--- src/rtl/hyper_lsab_dram.sv ---
// rtl/hyper_lsab_dram.sv - LSAB<->DRAM block-transfer command sequencer
//
// Purpose:
//   Accepts a block-transfer command (word address, length, LSAB section).
//   Opens the matching DRAM page in the memory controller when needed.
//   Issues a page-bounded request to the block movers.
//   Reports the words moved, the next address and a page-end flag.
//
// Ports:
//   CLK, RST             clock (rising edge); synchronous active-low reset
//   GO                   start command, sampled only while READY=1
//   BLOCK_LENGTH[5:0]    requested words, 0..63
//   NEW_ADDR[31:0]       start word address; [31:12] page, [11:0] column
//   NEW_SECTION[1:0]     LSAB section (FIFO index)
//   OLD_ADDR[31:0]       start address + words moved by the last command
//   READY                idle / last command complete
//   ENDOF_PAGE           last transfer ended exactly on a page boundary
//   COUNT_SENT[5:0]      words moved by the last command
//   BLCK_START[11:0]     column address to the block movers
//   BLCK_COUNT_REQ[5:0]  words requested from the block movers
//   BLCK_ISSUE           one-cycle start pulse to the block movers
//   BLCK_SECTION[1:0]    section to the block movers
//   BLCK_COUNT_SENT[5:0] words moved (OR of both movers)
//   BLCK_WORKING         mover busy (OR of both movers)
//   MCU_PAGE_ADDR[19:0]  page presented to the memory controller
//   MCU_REQUEST_ALIGN    page-align request, held until granted
//   MCU_GRANT_ALIGN      memory-controller grant

module hyper_lsab_dram #(
    parameter int WORK_TIMEOUT = 8
) (
    input  logic        CLK,
    input  logic        RST,
    input  logic        GO,
    input  logic [5:0]  BLOCK_LENGTH,
    input  logic [31:0] NEW_ADDR,
    input  logic [1:0]  NEW_SECTION,
    output logic [31:0] OLD_ADDR,
    output logic        READY,
    output logic        ENDOF_PAGE,
    output logic [5:0]  COUNT_SENT,
    output logic [11:0] BLCK_START,
    output logic [5:0]  BLCK_COUNT_REQ,
    output logic        BLCK_ISSUE,
    output logic [1:0]  BLCK_SECTION,
    input  logic [5:0]  BLCK_COUNT_SENT,
    input  logic        BLCK_WORKING,
    output logic [19:0] MCU_PAGE_ADDR,
    output logic        MCU_REQUEST_ALIGN,
    input  logic        MCU_GRANT_ALIGN
);

    localparam int TW = (WORK_TIMEOUT > 1) ? $clog2(WORK_TIMEOUT) : 1;

    typedef enum logic [2:0] {
        S_IDLE,
        S_ALIGN,
        S_ISSUE,
        S_WAIT_START,
        S_WAIT_DONE,
        S_DONE
    } state_t;

    state_t      r_state;
    logic [31:0] r_addr;
    logic [5:0]  r_req;
    logic [1:0]  r_section;
    logic [5:0]  r_count;
    logic        r_page_valid;
    logic [TW-1:0] r_timer;

    logic [31:0] r_old_addr;
    logic        r_ready;
    logic        r_endof_page;
    logic [5:0]  r_count_sent;
    logic [11:0] r_blck_start;
    logic [5:0]  r_blck_count_req;
    logic        r_blck_issue;
    logic [1:0]  r_blck_section;
    logic [19:0] r_mcu_page_addr;
    logic        r_mcu_request_align;

    // Words left in the page from the requested column; always >= 1.
    logic [12:0] w_room;
    logic [5:0]  w_req;
    logic        w_page_hit;
    logic [31:0] w_next_addr;

    assign w_room      = 13'd4096 - {1'b0, NEW_ADDR[11:0]};
    // room only drops below 64 near the page end, so its low 6 bits are exact there.
    assign w_req       = ({7'd0, BLOCK_LENGTH} < w_room) ? BLOCK_LENGTH : w_room[5:0];
    assign w_page_hit  = r_page_valid && (NEW_ADDR[31:12] == r_mcu_page_addr);
    assign w_next_addr = r_addr + {26'd0, r_count};

    always_ff @(posedge CLK) begin
        if (!RST) begin
            r_state             <= S_IDLE;
            r_addr              <= '0;
            r_req               <= '0;
            r_section           <= '0;
            r_count             <= '0;
            r_page_valid        <= 1'b0;
            r_timer             <= '0;
            r_old_addr          <= '0;
            r_ready             <= 1'b1;
            r_endof_page        <= 1'b0;
            r_count_sent        <= '0;
            r_blck_start        <= '0;
            r_blck_count_req    <= '0;
            r_blck_issue        <= 1'b0;
            r_blck_section      <= '0;
            r_mcu_page_addr     <= '0;
            r_mcu_request_align <= 1'b0;
        end else begin
            r_blck_issue <= 1'b0;
            case (r_state)
                S_IDLE: begin
                    if (GO) begin
                        r_addr    <= NEW_ADDR;
                        r_req     <= w_req;
                        r_section <= NEW_SECTION;
                        r_count   <= '0;
                        r_ready   <= 1'b0;
                        if (BLOCK_LENGTH == 6'd0) begin
                            r_state <= S_DONE;
                        end else if (!w_page_hit) begin
                            // Page and request go up together so the page is
                            // stable for the whole time the request is raised.
                            r_mcu_page_addr     <= NEW_ADDR[31:12];
                            r_mcu_request_align <= 1'b1;
                            r_state             <= S_ALIGN;
                        end else begin
                            r_state <= S_ISSUE;
                        end
                    end
                end

                S_ALIGN: begin
                    if (MCU_GRANT_ALIGN) begin
                        r_mcu_request_align <= 1'b0;
                        r_page_valid        <= 1'b1;
                        r_state             <= S_ISSUE;
                    end
                end

                S_ISSUE: begin
                    r_blck_start     <= r_addr[11:0];
                    r_blck_count_req <= r_req;
                    r_blck_section   <= r_section;
                    r_blck_issue     <= 1'b1;
                    r_timer          <= '0;
                    r_state          <= S_WAIT_START;
                end

                S_WAIT_START: begin
                    if (BLCK_WORKING) begin
                        r_state <= S_WAIT_DONE;
                    end else if (r_timer == TW'(WORK_TIMEOUT - 1)) begin
                        // Movers never started (e.g. held in reset): report nothing moved.
                        r_count <= '0;
                        r_state <= S_DONE;
                    end else begin
                        r_timer <= r_timer + TW'(1);
                    end
                end

                S_WAIT_DONE: begin
                    if (!BLCK_WORKING) begin
                        r_count <= BLCK_COUNT_SENT;
                        r_state <= S_DONE;
                    end
                end

                S_DONE: begin
                    r_count_sent <= r_count;
                    r_old_addr   <= w_next_addr;
                    r_endof_page <= (r_count != 6'd0) && (w_next_addr[11:0] == 12'd0);
                    r_ready      <= 1'b1;
                    r_state      <= S_IDLE;
                end

                default: begin
                    r_state <= S_IDLE;
                    r_ready <= 1'b1;
                end
            endcase
        end
    end

    assign OLD_ADDR          = r_old_addr;
    assign READY             = r_ready;
    assign ENDOF_PAGE        = r_endof_page;
    assign COUNT_SENT        = r_count_sent;
    assign BLCK_START        = r_blck_start;
    assign BLCK_COUNT_REQ    = r_blck_count_req;
    assign BLCK_ISSUE        = r_blck_issue;
    assign BLCK_SECTION      = r_blck_section;
    assign MCU_PAGE_ADDR     = r_mcu_page_addr;
    assign MCU_REQUEST_ALIGN = r_mcu_request_align;

endmodule

--- config.mk ---
export PLATFORM = sky130hd
export DESIGN_NAME = hyper_lsab_dram
export DESIGN_NICKNAME = d
export VERILOG_FILES = /design/src/rtl/hyper_lsab_dram.sv
export SDC_FILE = /design/constraint.sdc
export NUM_CORES = 1
export LEC_CHECK = 0
export CAP_MARGIN = 20
export CORE_MARGIN = 4
export CORE_UTILIZATION = 43
export CTS_CLUSTER_SIZE = 16
export DETAILED_ROUTE_END_ITERATION = 8
export PLACE_DENSITY = 0.74
export SLEW_MARGIN = 0
export SYNTH_ARGS = -nofsm -noshare
export SYNTH_HDL_FRONTEND = slang
export SYNTH_SLANG_ARGS = --single-unit
--- constraint.sdc ---
create_clock -name CLK -period 6.3 [get_ports CLK]
set_input_delay 1.26 -clock CLK [delete_from_list [all_inputs] [get_ports CLK]]
set_output_delay 1.26 -clock CLK [all_outputs]
set_load 0.05 [all_outputs]
==> impl_metrics.json <==
{
  "dieArea_sq_mm": 0.01630,
  "dr_total_vias": 5547,
  "met1_usage": 0.2721,
  "drive_gt1_frac": 0.05011,
  "leakagePower_nw": 2.928,
  "rows": 43,
  "hold_path.class": "register to register",
  "syn_area_per_cell_sq_um": 8.166,
  "remaining_drc_errors": 0,
  "numCtsBuffers": 17,
  "clock_skew_ns": 0.005260,
  "place_hpwl_um": 11620,
  "power_density_mw_per_mm2": 324.3,
  "synth.distinct_cells": 51,
  "synth_nets": 820,
  "cp.required_ns": 6.65,
  "wl_um": 16290,
  "die_x_um": 127.7,
  "synth_ff_type": "dfxtp_1",
  "portBuffers": 132,
  "ys_async_sr_fraction": 0,
  "power_frac_seq": 0.395,
  "crit_type": "input port to register",
  "ant_nets": 0,
  "area_delta_synth_final_pct": 32.66,
  "die_y_um": 127.7,
  "nNetsFinal": 931,
  "ir_drop_uv": 203.9,
  "final_max_slew_viol_count": 0,
  "finalSetupTns_ns": 0,
  "crit_path_start_kind": "input port",
  "use_met3": 0.05042,
  "io_pins": 133,
  "grt_usage": 0.2014,
  "post-route-util": 0.5862,
  "grt_use_met2": 0.3137,
  "path_clk_slew_ns": 0.06,
  "yosysTopAreaCell": "dfxtp_1",
  "reg2reg_to": "ENDOF_PAGE$_SDFFE_PN0N_",
  "drt_iter0_drc": 281,
  "cts_hold_buf": 0,
  "synth_seq_cells": 135,
  "place_ws_ns": 1.896,
  "cts_tree": "done",
  "grt_pass1_wl_um": 26370,
  "avgRoutedWirePerCell_um": 15.40,
  "reg2reg_depth": 9,
  "busiest_layer": "met2",
  "min_period_ns": 4.014,
  "worstHoldStart": "COUNT_SENT[0]$_SDFFE_PN0N_",
  "hold_end": "COUNT_SENT[0]$_SDFFE_PN0N_",
  "synth_edf_count": 0,
  "syn_inst": 754,
  "hold_viol": 0,
  "p_sw_mw": 0.8629,
  "setup_viol": 0,
  "holdWs_ns": 0.4541,
  "num_antenna_cells": 0,
  "comb_power_share": 0.246,
  "swShare": 0.3257,
  "seqCellArea_sq_mm": 0.002703,
  "slew_headroom": 0.3372,
  "worst_slack_ns": 2.286,
  "finalCritPeriodShare": 0.6372,
  "root_buffer": "clkbuf_16",
  "internal_power_mw": 1.786,
  "drv_cap": 0,
  "seq_area_frac_synth": 0.4389,
  "grt_max_degree": 61,
  "final_common_cell": "nand2_1",
  "timing.rr.start": "r_count[0]$_SDFFE_PN0P_",
  "arrival_ns": 4.37,
  "rsz0062_at_grt": "false",
  "synth.top_cell.area_share": 0.4389,
  "htreeDepth": 4,
  "worstSetupEndpointType": "register",
  "multi_input_area_sq_mm": 0.003234,
  "final_area_sq_mm": 0.008168,
  "clk_path_buf_depth": 2,
  "clk_latency_ns": 0.42,
  "synth_warnings": 0,
  "antenna_found_initial": 0,
  "viasPerCell": 5.243,
  "grt_pass1_vias": 5319,
  "netlist_area_sq_mm": 0.006157,
  "postPlaceCellArea_sq_mm": 0.007574,
  "gp_congestion": 0.8322,
  "fp.coreArea_sq_mm": 0.01393,
  "clkSinkCount": 135,
  "drt_first_pass_iters": 5,
  "initial_utilization": 0.4419,
  "pwr-share-clk": 0.359,
  "postCtsSetupBuffers": 0,
  "whs_path_depth": 2,
  "worst_pin_slew_ns": 0.9942,
  "crit_path_max_fanout": 7,
  "grt_overflow": 0,
  "fillers": 1291,
  "regToRegSetupSlack_ns": 3.35,
  "synth.area.top_cells": "dfxtp_1 (44%), nand2_1 (9.3%), a21oi_1 (8.3%)",
  "final_cell_mix": "nand2_1 (153), dfxtp_1 (135), clkdlybuf4s50_1 (132)",
  "status": "completed",
  "max_freq_ghz": 0.2491,
  "ctsResizeCount": 0
}
power by group through the flow:
stage | sequential, mW | combinational, mW | clock, mW
finish | 1.05 | 0.652 | 0.950
global route | 1.06 | 0.712 | 1.00
CTS | 1.05 | 0.653 | 0.968
detailed placement | 1.06 | 0.651 | 0
global placement | 1.06 | 0.642 | 0
floorplan | 1.15 | 0.348 | 0
synthesized netlist by cell type (13+ instances only):
cell      count
o21ai_0      26
xnor2_1      37
mux2i_1      23
nand2_1     153
clkbuf_1     42
xor2_1       17
nor3_1       13
a21oi_1     102
nor2_1       50
nand3_1      23
dfxtp_1     135
ha_1         14
state kept, by name, indices dropped and copies added, names as in the netlist:
| name | cells |
|---|---|
| BLCK_ISSUE | 1 |
| BLCK_COUNT_REQ | 6 |
| r_page_valid | 1 |
| COUNT_SENT | 6 |
| OLD_ADDR | 32 |
| r_count | 6 |
| MCU_REQUEST_ALIGN | 1 |
| r_req | 6 |
| r_section | 2 |
| r_timer | 3 |
| READY | 1 |
| r_addr | 32 |
| MCU_PAGE_ADDR | 20 |
| ENDOF_PAGE | 1 |
| BLCK_SECTION | 2 |
| r_state | 3 |
| BLCK_START | 12 |
cell type report:
type / count / share of cell area
tap: 180 / 0.02757
clock inverter: 10 / 0.01256
sequential: 135 / 0.3309
multi-input combinational: 560 / 0.3960
timing repair buffer: 139 / 0.1706
clock buffer: 22 / 0.05683
inverter: 12 / 0.005515
kinds of logic after synthesis:
logic type               share of synthesized area
AO/OA/AOI/OAI                               0.1439
XOR/XNOR                                   0.07681
adder cells (fa/ha/maj)                    0.03170
buffers and inverters                      0.03658
flip-flops                                  0.4389
multiplexers                               0.04288
AND/OR/NAND/NOR                             0.2292
worst max-delay path: stages:
cell and delay, ns:
clkdlybuf4s50_1 0.59, inv_1 0.07, ha_1 0.24, xor2_1 0.17, ha_1 0.30, o21a_1 0.13
nor2_1 0.04, or4_1 0.52, a21oi_1 0.52, mux2_1 0.38, a21oi_1 0.13
through the flow:
step	std cells	power, mW
after detailed placement	1025	1.712
after global placement	1025	1.702
after global routing	1058	2.773
final	1058	2.649
after floorplan	754	1.493
after CTS	1057	2.667
worst max path at each step:
stage                      startpoint               endpoint
after floorplan           NEW_ADDR[0]  r_req[5]$_SDFFE_PN0P_
after global placement    NEW_ADDR[0]  r_req[5]$_SDFFE_PN0P_
after detailed placement  NEW_ADDR[0]  r_req[4]$_SDFFE_PN0P_
after CTS                 NEW_ADDR[0]  r_req[5]$_SDFFE_PN0P_
after global routing      NEW_ADDR[0]  r_req[2]$_SDFFE_PN0P_
final                     NEW_ADDR[0]  r_req[4]$_SDFFE_PN0P_
metal layers:
layer / share of wire / routed length [um]
met3: 0.054 / 879
met4: 0.020 / 319
met1: 0.47 / 7712
met5: 0 / 0
met2: 0.45 / 7377
No activity file was read; power rests on OpenSTA's default activity.
